## config.mk

```make
export PLATFORM = sky130hd
export DESIGN_NAME = lab3_serial_subtractor
export DESIGN_NICKNAME = d
export VERILOG_FILES = /design/src/rtl/lab3_serial_subtractor.sv
export SDC_FILE = /design/constraint.sdc
export NUM_CORES = 1
export LEC_CHECK = 0
export ABC_CLOCK_PERIOD_IN_PS = 3200
export CELL_PAD_IN_SITES_DETAIL_PLACEMENT = 0
export CELL_PAD_IN_SITES_GLOBAL_PLACEMENT = 1
export CORE_ASPECT_RATIO = 0.6
export CORE_MARGIN = 2
export CORE_UTILIZATION = 40
export DETAILED_ROUTE_END_ITERATION = 8
export GPL_TIMING_DRIVEN = 1
export HOLD_SLACK_MARGIN = 0.15
export PLACE_DENSITY = 0.77
export SLEW_MARGIN = 15
export SYNTH_ARGS = -nofsm -noshare
export SYNTH_HDL_FRONTEND = slang
export SYNTH_SLANG_ARGS = --single-unit
export TNS_END_PERCENT = 1
```

## constraint.sdc

```tcl
create_clock -name clk -period 3.2 [get_ports clk]
set_input_delay 0.32 -clock clk [delete_from_list [all_inputs] [get_ports clk]]
set_output_delay 0.32 -clock clk [all_outputs]
set_load 0.02 [all_outputs]
```

## src/rtl/lab3_serial_subtractor.sv

```systemverilog
// Bit-serial a - b, LSB first, one full-subtractor step per clock with a registered borrow.
// Optional signed-overflow output `ovf` is built only when SERIAL_SUB_OVF_EN is defined.
module lab3_serial_subtractor #(
  parameter int WIDTH = 8
) (
  input  logic             clk,
  input  logic             rst_n,
  input  logic             start,
  input  logic [WIDTH-1:0] a,
  input  logic [WIDTH-1:0] b,
  output logic             busy,
  output logic             done,
  output logic [WIDTH-1:0] diff,
  output logic             borrow
`ifdef SERIAL_SUB_OVF_EN
  ,
  output logic             ovf
`endif
);

  localparam int CW = (WIDTH > 1) ? $clog2(WIDTH) : 1;
  localparam logic [CW-1:0] LAST = CW'(WIDTH - 1);

  typedef enum logic [1:0] {
    S_IDLE  = 2'd0,
    S_SHIFT = 2'd1,
    S_DONE  = 2'd2
  } state_t;

  state_t           r_state;
  state_t           w_next;
  logic [WIDTH-1:0] r_sa;
  logic [WIDTH-1:0] r_sb;
  logic [WIDTH-1:0] r_sr;
  logic [WIDTH-1:0] r_diff;
  logic             r_br;
  logic             r_borrow;
  logic [CW-1:0]    r_cnt;
  logic             w_load;
  logic             w_shift;
  logic             w_last;
  logic             w_d;
  logic             w_bo;

  // Half-subtractor pair chained through the borrow flip-flop.
  assign w_d     = r_sa[0] ^ r_sb[0] ^ r_br;
  assign w_bo    = (~r_sa[0] & r_sb[0]) | (~(r_sa[0] ^ r_sb[0]) & r_br);
  assign w_load  = (r_state == S_IDLE) && start;
  assign w_shift = (r_state == S_SHIFT);
  assign w_last  = w_shift && (r_cnt == LAST);

  always_ff @(posedge clk or negedge rst_n) begin
    if (!rst_n) begin
      r_state <= S_IDLE;
    end else begin
      r_state <= w_next;
    end
  end

  always_comb begin
    w_next = r_state;
    case (r_state)
      S_IDLE:  if (start) w_next = S_SHIFT;
      S_SHIFT: if (r_cnt == LAST) w_next = S_DONE;
      S_DONE:  w_next = S_IDLE;
      default: w_next = S_IDLE;
    endcase
  end

  always_comb begin
    busy = 1'b0;
    done = 1'b0;
    case (r_state)
      S_SHIFT: busy = 1'b1;
      S_DONE:  done = 1'b1;
      default: ;
    endcase
  end

  always_ff @(posedge clk or negedge rst_n) begin
    if (!rst_n) begin
      r_sa     <= '0;
      r_sb     <= '0;
      r_sr     <= '0;
      r_br     <= 1'b0;
      r_cnt    <= '0;
      r_diff   <= '0;
      r_borrow <= 1'b0;
    end else if (w_load) begin
      r_sa  <= a;
      r_sb  <= b;
      r_sr  <= '0;
      r_br  <= 1'b0;
      r_cnt <= '0;
    end else if (w_shift) begin
      r_sa <= {1'b0, r_sa[WIDTH-1:1]};
      r_sb <= {1'b0, r_sb[WIDTH-1:1]};
      r_sr <= {w_d, r_sr[WIDTH-1:1]};
      r_br <= w_bo;
      // Hold the counter on the final step so it never wraps.
      if (w_last) begin
        r_diff   <= {w_d, r_sr[WIDTH-1:1]};
        r_borrow <= w_bo;
      end else begin
        r_cnt <= r_cnt + CW'(1);
      end
    end
  end

  assign diff   = r_diff;
  assign borrow = r_borrow;

`ifdef SERIAL_SUB_OVF_EN
  logic r_sign_a;
  logic r_sign_b;
  logic r_ovf;

  always_ff @(posedge clk or negedge rst_n) begin
    if (!rst_n) begin
      r_sign_a <= 1'b0;
      r_sign_b <= 1'b0;
      r_ovf    <= 1'b0;
    end else if (w_load) begin
      r_sign_a <= a[WIDTH-1];
      r_sign_b <= b[WIDTH-1];
    end else if (w_last) begin
      r_ovf <= (r_sign_a != r_sign_b) && (w_d != r_sign_a);
    end
  end

  assign ovf = r_ovf;
`endif

endmodule

```

==> impl_metrics.csv <==
group,metric,value,unit
run_status,status,"completed",
run,max_cap_viol_count,0,
sta,tightest_pin_transition,746,ps
cts,post_cts.resized_instances,0,
sta,fin_worst_skew,8.08,ps
synthesis,synth_cells,147,
layout,layout-area-overhead-vs-synth,24.8,%
setup_path,worst-path-buf-inv,1,
global_routing,grt_overflow,0,
sta,fmax,429,MHz
synthesis,syn_nets,169,
drt,postRouteWirelength,3.36,mm
global_routing,antenna_violations_before_repair,0,
drt,detail_route.first_pass.iterations,4,
drt,drt.antenna.violating_nets,0,
setup_path,worst-endpoint-required,2880,ps
placed_design,numPortBuffers,29,
drt,route.detailed.vias_per_inst,5.04,
sta,final-max-slew-violation-count,0,
drt,routed_wire_length_per_instance,14.2,microns
sta,rsz0062_at_grt,"no",
die,start_util,42.0,%
placed_design,placed_cell_areas,0.00204,sq mm
cts,cts-root-to-sink-buffers,2,
layout,fin_area,0.00216,sq mm
cts,clock_sinks,38,
setup_path,worst_path_largest_cell_delay,740,ps
setup_path,startpoint_type,"flop",
layout,share_of_the_core_filled_with_cells,52.4,%
sta,timing.final.crit_period,2330,ps
setup_path,path_cells,"nor2b_1 > clkdlybuf4s50_1",
cts,cts_root_buffer,"clkbuf_8",
synthesis,synth-seq-cells,38,
sta,min_period_over_period,72.8,%
setup_path,worst_ep_arrival_time,2010,ps
layout,layout_common_cells,"38 x dfrtp_1, 29 x clkdlybuf4s50_1, 24 x nor3_1, 14 x nor2_1, 14 x a22o_1",
setup_path,r2r_setup_slack,1500,ps
cts,postCtsSetupRepairBufs,0,
layout,ant_cells,0,
die,floorplan.die.height,54.9,microns
global_routing,grt_pass1_wl,5.65,mm
cts,ctsHtreeMaxLevel,2,
cts,clock_latency_on_the_worst_skew_pair,290,ps
power,peakVddDrop,0.336,mV
die,die_x,88.9,microns
global_routing,grt_pass1_vias,1146,
power,cellLeakagePower,0.969,nW
layout,final_nets,198,
drt,dr.first_iter.drc_count,40,
sta,timing_hold_violations_final,0,
die,die-area,0.00488,sq mm
setup_path,setup.worst_path.class,"flop to output pin",
die,rows,18,
sta,totalNegativeSetupSlack,0,ps
layout,layout_commonest_cell,"dfrtp_1",
min_path,min_path_type,"primary input to asynchronous set/reset pin",
layout,fill_cells,353,
die,ios,30,
placed_design,place.gp.congestion,0.730,
global_routing,grt_use_total,15.7,%
drt,drc,0,
cts,cts_hold_buf,0,
synthesis,post_synthesis_instance_area,0.00173,sq mm
setup_path,timing.critical_path.slowest_stage_cell,"clkdlybuf4s50_1",
synthesis,seq_area_frac_synth,55.0,%
cts,cts_made_buffers,5,
drt,routed-via-count,1194,
sta,setup_viol_count_final,0,
global_routing,maximum_number_of_pins_on_one_net_before_global_route_repair,39,
synthesis,ys_warn_count,0,
die,core_area,0.00412,sq mm
setup_path,path_delay_family,"buffers and inverters",
setup_path,top_fanout_value_on_the_critical_path,11,
power,p_per_cell_area,976,mW/mm^2
synthesis,synth_cell_type_count,24,
setup_path,endpoint_kind,"output pin",
placed_design,place.detailed.hpwl,2.30,mm
layout,post_route_cells_drive_above_1_share,13.0,%
sta,slew_headroom,50.2,%
cts,tritoncts,"built",
synthesis,synth.avg_cell_area,11.8,sq um
cts,worst_setup_hold_path_clk_slew,80,ps
-- cell usage after synthesis --
cell type,n,share of area [%]
dfrtp_1,38,55
inv_1,4,0.87
o21ai_0,3,0.87
mux2_4,7,6.1
ha_1,2,1.4
buf_6,3,2.0
nor2b_1,2,0.72
mux2_2,2,1.3
a221o_1,2,1.2
buf_2,4,1.2
nand3b_2,1,0.65
fa_1,1,1.2
o22ai_1,1,0.36
nand2_1,3,0.65
clkbuf_1,1,0.22
a21oi_1,1,0.29
nor2_1,14,3.0
buf_4,2,0.87
nor3b_1,13,5.6
or2_4,1,0.51
o21ba_4,1,0.94
a22o_1,14,7.1
nand2b_1,3,1.1
nor3_1,24,6.9
-- worst reg2reg max path, delay by kind of cell (launching register included) --
family                     cells  cell delay [ps]
adders and majority gates      2              460
muxes                          1              380
DFF                            1              420
and+or+nand+nor                1              330
-- cell families (layout without fill, tap and decap cells) --
kind of cell / count (synthesis) / in the layout / share of synthesized area [%]
mux: 9 / 9 / 7.38
simple gates: 61 / 61 / 19.2
compound gates: 22 / 22 / 10.7
flops: 38 / 38 / 55.0
fa+ha+maj: 3 / 3 / 2.60
buf+inv: 14 / 44 / 5.06
-- metrics by stage --
step	hold slack [ps]	power, W	std cells	setup WS (ps)
5_1_grt	492	0.00225	237	784
3_3_place_gp	485	0.00166	229	1260
6_report	448	0.00211	237	870
4_1_cts	469	0.00212	237	892
2_1_floorplan	24.4	0.00145	147	1720
3_5_place_dp	485	0.00171	229	1190
-- registers in the layout (all words and copies together), names as in the netlist --
register and count:
borrow 1, r_state 2, r_sb 8, r_cnt 3
diff 8, r_sa 8, r_br 1, r_sr 7
-- worst paths after layout --
kind	start	depth (start not counted)	endpoint
worst max-delay path	r_state[1]	2	busy
worst min-delay path	rst_n	2	r_sa[7]
worst max register to register	r_cnt[0]	4	diff[0]
worst min register to register	borrow	2	borrow
max in group asynchronous	rst_n	2	diff[5]
min in group clk	borrow	2	borrow
-- routing by layer --
metal / share of wire, % / routed length (microns) / global-route usage (%) / up-vias
met1: 51 / 1720 / 23.1 / 589
met4: 0.51 / 17 / 5.30 / 0
met3: 3.8 / 128 / 4.30 / 2
met2: 45 / 1500 / 22.4 / 24
li1: - / - / - / 579
met5: 0 / 0 / 0 / -
-- power breakdown --
| group | internal (W) | switching [W] | leakage (nW) | total (W) |
|---|---|---|---|---|
| clock | 0.000232 | 0.000180 | 0.0504 | 0.000412 |
| combinational | 0.000459 | 0.000405 | 0.448 | 0.000864 |
| sequential | 0.000696 | 0.000135 | 0.471 | 0.000831 |
-- final cells by class --
class,instances,area (sq um),share of cell area [%]
Sequential cell,38,951,44.1
Inverter,4,15.0,0.696
Tap cell,60,75.1,3.48
Timing Repair Buffer,32,313,14.5
Clock inverter,3,45.0,2.09
Clock buffer,5,68.8,3.19
Multi-Input combinational cell,95,691,32.0
(Power assumes the default switching activity.)
